--- config.mk ---
export PLATFORM = sky130hd
export DESIGN_NAME = seq_addsub_unit
export DESIGN_NICKNAME = d
export VERILOG_FILES = /design/src/rtl/seq_addsub_pkg.sv /design/src/rtl/seq_addsub_unit_digit_adder.sv /design/src/rtl/seq_addsub_unit.sv
export SDC_FILE = /design/constraint.sdc
export NUM_CORES = 1
export LEC_CHECK = 0
export CORE_ASPECT_RATIO = 0.7
export CORE_MARGIN = 2
export CORE_UTILIZATION = 50
export DETAILED_ROUTE_END_ITERATION = 7
export GPL_TIMING_DRIVEN = 0
export PLACE_DENSITY = 0.79
export SLEW_MARGIN = 10
export SYNTH_ARGS = -nofsm -noshare
export SYNTH_HDL_FRONTEND = slang
export SYNTH_SLANG_ARGS = --single-unit
export TNS_END_PERCENT = 30
--- constraint.sdc ---
create_clock -name clk -period 3.1 [get_ports clk]
set_clock_uncertainty 0.2 [all_clocks]
set_input_delay 0.775 -clock clk [delete_from_list [all_inputs] [get_ports clk]]
set_output_delay 0.775 -clock clk [all_outputs]
set_load 0.05 [all_outputs]
--- src/rtl/seq_addsub_pkg.sv ---
// Shared types and helpers for the digit-serial adder/subtractor.
package seq_addsub_pkg;

  typedef enum logic [1:0] {
    StIdle = 2'd0,
    StBusy = 2'd1,
    StDone = 2'd2
  } state_e;

  // Digit counter width; a single-digit configuration still needs one bit.
  function automatic int unsigned cnt_width(input int unsigned ndig);
    return (ndig > 1) ? $clog2(ndig) : 1;
  endfunction

endpackage

--- src/rtl/seq_addsub_unit_digit_adder.sv ---
// Combinational DIGIT-bit ripple adder slice; also exposes the carry into its top bit.
module digit_adder #(
  parameter int unsigned DIGIT = 4
) (
  input  logic [DIGIT-1:0] x,
  input  logic [DIGIT-1:0] y,
  input  logic             ci,
  output logic [DIGIT-1:0] s,
  output logic             co,
  output logic             c_msb
);

  logic [DIGIT:0] c;

  always_comb begin
    c    = '0;
    s    = '0;
    c[0] = ci;
    for (int i = 0; i < DIGIT; i++) begin
      s[i]   = x[i] ^ y[i] ^ c[i];
      c[i+1] = (x[i] & y[i]) | (c[i] & (x[i] ^ y[i]));
    end
  end

  assign co    = c[DIGIT];
  assign c_msb = c[DIGIT-1];

endmodule

--- src/rtl/seq_addsub_unit.sv ---
// Digit-serial WIDTH-bit adder/subtractor with valid/ready on input and output.
module seq_addsub_unit
  import seq_addsub_pkg::*;
#(
  parameter int unsigned WIDTH = 16,
  parameter int unsigned DIGIT = 4
) (
  input  logic             clk,
  input  logic             rst_n,
  input  logic             in_valid,
  output logic             in_ready,
  input  logic [WIDTH-1:0] a,
  input  logic [WIDTH-1:0] b,
  input  logic             cin,
  input  logic             sub,
  output logic             out_valid,
  input  logic             out_ready,
  output logic [WIDTH-1:0] sum,
  output logic             cout,
  output logic             ovf
);

  localparam int unsigned NDIG = WIDTH / ((DIGIT == 0) ? 1 : DIGIT);
  localparam int unsigned CW   = cnt_width(NDIG);

  if ((DIGIT == 0) || ((WIDTH % ((DIGIT == 0) ? 1 : DIGIT)) != 0)) begin : g_bad_digit
    $error("seq_addsub_unit: DIGIT must be non-zero and divide WIDTH");
  end

  state_e           state_q, state_d;
  logic [WIDTH-1:0] a_q, a_d, b_q, b_d, sum_q, sum_d, sum_shift;
  logic [CW-1:0]    cnt_q, cnt_d;
  logic             carry_q, carry_d, cout_q, cout_d, ovf_q, ovf_d;
  logic [DIGIT-1:0] slice_s;
  logic             slice_co, slice_cmsb;

  digit_adder #(
    .DIGIT (DIGIT)
  ) u_slice (
    .x     (a_q[DIGIT-1:0]),
    .y     (b_q[DIGIT-1:0]),
    .ci    (carry_q),
    .s     (slice_s),
    .co    (slice_co),
    .c_msb (slice_cmsb)
  );

  // New digits enter at the MSB end so the LS digit lands at bit 0 after NDIG shifts.
  if (DIGIT == WIDTH) begin : g_one_digit
    assign sum_shift = slice_s;
  end else begin : g_multi_digit
    assign sum_shift = {slice_s, sum_q[WIDTH-1:DIGIT]};
  end

  always_comb begin
    state_d = state_q;
    a_d     = a_q;
    b_d     = b_q;
    carry_d = carry_q;
    cnt_d   = cnt_q;
    sum_d   = sum_q;
    cout_d  = cout_q;
    ovf_d   = ovf_q;
    unique case (state_q)
      StIdle: begin
        if (in_valid) begin
          a_d     = a;
          b_d     = sub ? ~b : b;
          carry_d = cin ^ sub;
          cnt_d   = '0;
          state_d = StBusy;
        end
      end
      StBusy: begin
        a_d     = a_q >> DIGIT;
        b_d     = b_q >> DIGIT;
        carry_d = slice_co;
        sum_d   = sum_shift;
        cnt_d   = cnt_q + CW'(1);
        if (cnt_q == CW'(NDIG - 1)) begin
          cout_d  = slice_co;
          ovf_d   = slice_cmsb ^ slice_co;
          state_d = StDone;
        end
      end
      StDone: begin
        if (out_ready) state_d = StIdle;
      end
      default: state_d = StIdle;
    endcase
  end

  always_ff @(posedge clk or negedge rst_n) begin
    if (!rst_n) begin
      state_q <= StIdle;
      a_q     <= '0;
      b_q     <= '0;
      carry_q <= 1'b0;
      cnt_q   <= '0;
      sum_q   <= '0;
      cout_q  <= 1'b0;
      ovf_q   <= 1'b0;
    end else begin
      state_q <= state_d;
      a_q     <= a_d;
      b_q     <= b_d;
      carry_q <= carry_d;
      cnt_q   <= cnt_d;
      sum_q   <= sum_d;
      cout_q  <= cout_d;
      ovf_q   <= ovf_d;
    end
  end

  assign in_ready  = (state_q == StIdle);
  assign out_valid = (state_q == StDone);
  assign sum       = sum_q;
  assign cout      = cout_q;
  assign ovf       = ovf_q;

endmodule

==> impl_metrics.env, run 1 <==
export IMPL_p_leak_nw=1.49
export IMPL_ys_warn_count=0
export IMPL_rr_endpoint="ovf"
export IMPL_rows=21
export IMPL_synth_top_area_cell="dfrtp_1"
export IMPL_remaining_drc_errors=0
export IMPL_fp_dieW_um=90.1
export IMPL_grt_pass1_wl_um=9600
export IMPL_hpwl_um=4110
export IMPL_place_congestion=0.805
export IMPL_ys_types=26
export IMPL_vias=2050
export IMPL_synth_top_flop_cell="dfrtp_1"
export IMPL_finalCritPeriodShare=0.946
export IMPL_synth_top_area_frac=0.531
export IMPL_rr_worst_depth=9
export IMPL_synth_edf_count=0
export IMPL_relSlewSlack=0.658
export IMPL_layout_nets=365
export IMPL_synth_area_mm2=0.00259
export IMPL_clk_pin_slew_ns=0.09
export IMPL_critPathLaunchType="flip-flop"
export IMPL_vdd_ir_drop_worst_mv=0.412
export IMPL_viasPerCell=5.23
export IMPL_grt_ovfl_total=0
export IMPL_post_cts_setup_buffer_count=0
export IMPL_rrSetupSlack_ns=0.66
export IMPL_regToRegStartpoint="a_q[0]"
export IMPL_rsz0062_at_grt="no"
export IMPL_ys_seq_area_frac=0.531
export IMPL_setup_viol=0
export IMPL_h_tree_depth=2
export IMPL_ctsLongestPathBuffers=2
export IMPL_antenna_found_initial=0
export IMPL_cts_buffers=5
export IMPL_drt_iter0_drc=128
export IMPL_fillers=408
export IMPL_areaGrowthSynthToFinish_pct=29.0
export IMPL_core_mm2=0.00489
export IMPL_yosys_top_cells_area="dfrtp_1 53%, nand2_1 11%, xnor2_1 5.1%, o21ai_0 3.9%, a22oi_1 3.5%"
export IMPL_yosys_top_cells_count="74 x nand2_1, 55 x dfrtp_1, 20 x o21ai_0"
export IMPL_cp_required_ns=2.12
export IMPL_multi_input_area_mm2=0.00110
export IMPL_yosysMostFrequentCell="nand2_1"
export IMPL_postSynthCellCount=258
export IMPL_total_power_mw=3.29
export IMPL_clockRootBuffer="clkbuf_8"
export IMPL_endpoint_kind="output port"
export IMPL_period_minus_slack_ns=2.93
export IMPL_hold_viol_final=0
export IMPL_port_buffers=56
export IMPL_dr_pass1_iters=4
export IMPL_cap_viol_max_count=0
export IMPL_syn_nets=301
export IMPL_grt_usage=0.209
export IMPL_cts_tree="yes"
export IMPL_clock_sinks=55
export IMPL_synthArstFlopShare=1.00
export IMPL_hold_path_class="in2async"
export IMPL_die_area_mm2=0.00579
export IMPL_drive_above_1_share=0.0960
export IMPL_grt_max_degree=37
export IMPL_seq_area_mm2=0.00138
export IMPL_synth_seq_cells=55
export IMPL_clk_latency_ns=0.31
export IMPL_drtAntennaViolNets=0
export IMPL_max_slew_worst_pin_slew_ns=0.512
export IMPL_worst_hold_slack_ns=0.212
export IMPL_pre_cts_ws_ns=0.154
export IMPL_routedWlPerCell_um=14.0
export IMPL_drv_slew=0
export IMPL_die_h_um=64.3
export IMPL_num_antenna_cells=0
export IMPL_grt_pass1_vias=2003
export IMPL_wl_um=5500
export IMPL_setup_ws_ns=0.168
export IMPL_ios=58
export IMPL_syn_area_per_cell_um2=10.1
export IMPL_power_density_mw_per_mm2=982
export IMPL_start_util=0.531
export IMPL_setup_worst_path_class="reg2out"
export IMPL_cp_max_fo=10
export IMPL_fmax_mhz=341
export IMPL_cp_data_arrival_time_ns=1.96
export IMPL_outcome="complete, no violations"
-- placed cells by master, fill, tap and decap left out, drive strengths merged, types with 5 or more instances in the layout --
master	count
nor2b	5
nand2	74
inv	7
a22o	5
a22oi	12
dfrtp	55
clkbuf	12
buf	13
nor2	6
xnor2	15
o211ai	9
nand3b	10
clkdlybuf4s50	54
o21ai	22
-- how the worst max path moves through the flow --
stage / to / start / depth (start not counted)
6_report: out_valid / state_q[0] / 3
3_5_place_dp: in_ready / state_q[1] / 4
4_1_cts: in_ready / state_q[1] / 4
3_3_place_gp: b_q[12] / rst_n / 1
5_1_grt: in_ready / state_q[1] / 4
2_1_floorplan: in_ready / state_q[0] / 3
-- critical path, stage by stage (launching register included) --
cell	delay (ns)
dfrtp_1	0.45
buf_2	0.21
nor2b_1	0.16
clkdlybuf4s50_1	0.83
-- logic make-up after synthesis --
kind of cell	count (synthesis)	share of synthesized area
AO/OA/AOI/OAI	55	0.158
XOR/XNOR	18	0.0608
adder cells (fa/ha/maj)	5	0.0357
buffers and inverters	25	0.0453
flip-flops	55	0.531
AND/OR/NAND/NOR	100	0.170
-- layout make-up --
cell class,count,share of cell area
Multi-Input combinational cell,178,0.329
Buffer,18,0.0280
Clock inverter,3,0.00598
Sequential cell,55,0.411
Timing Repair Buffer,57,0.172
Inverter,7,0.00785
Clock buffer,5,0.0206
Tap cell,69,0.0258
-- where the power goes --
group / total (mW) / switching [mW] / internal (mW)
combinational: 1.68 / 1.06 / 0.620
clock: 0.395 / 0.237 / 0.158
sequential: 1.21 / 0.195 / 1.01
total: 3.29 / 1.49 / 1.79
-- through the flow --
| step | cells | setup TNS [ns] | cell area [um^2] | util |
|---|---|---|---|---|
| after floorplan | 258 | 0 | 2590 | - |
| after global placement | 383 | -33.00 | 3240 | 0.663 |
| after detailed placement | 384 | 0 | 3260 | 0.666 |
| after CTS | 392 | 0 | 3340 | 0.684 |
| after global routing | 392 | 0 | 3350 | 0.685 |
| final | 392 | 0 | 3350 | 0.685 |
-- registers in the layout, indices dropped and copies added (netlist names) --
name	count
a_q	16
b_q	16
carry_q	1
cnt_q	2
cout	1
ovf	1
state_q	2
sum	16
-- metal layers --
metal | vias up | share of wire | track usage | routed length [um]
met4 | 0 | 0.0091 | 0.0404 | 50
li1 | 985 | - | - | -
met2 | 59 | 0.44 | 0.307 | 2430
met1 | 999 | 0.50 | 0.317 | 2720
met3 | 7 | 0.052 | 0.0507 | 288
met5 | - | 0 | 0 | 0
-- timing repair --
action	4_1_cts	5_1_grt
hold buffers	0	0
endpoints found under the setup margin	1	1
gates resized for setup	1	3
(Power assumes the default switching activity.)
==> run 2: changes to the inputs <==
- TNS_END_PERCENT: 30 -> 50
==> results of run 2 <==
Final layout, timing and power as in run 1 (identical DEF).
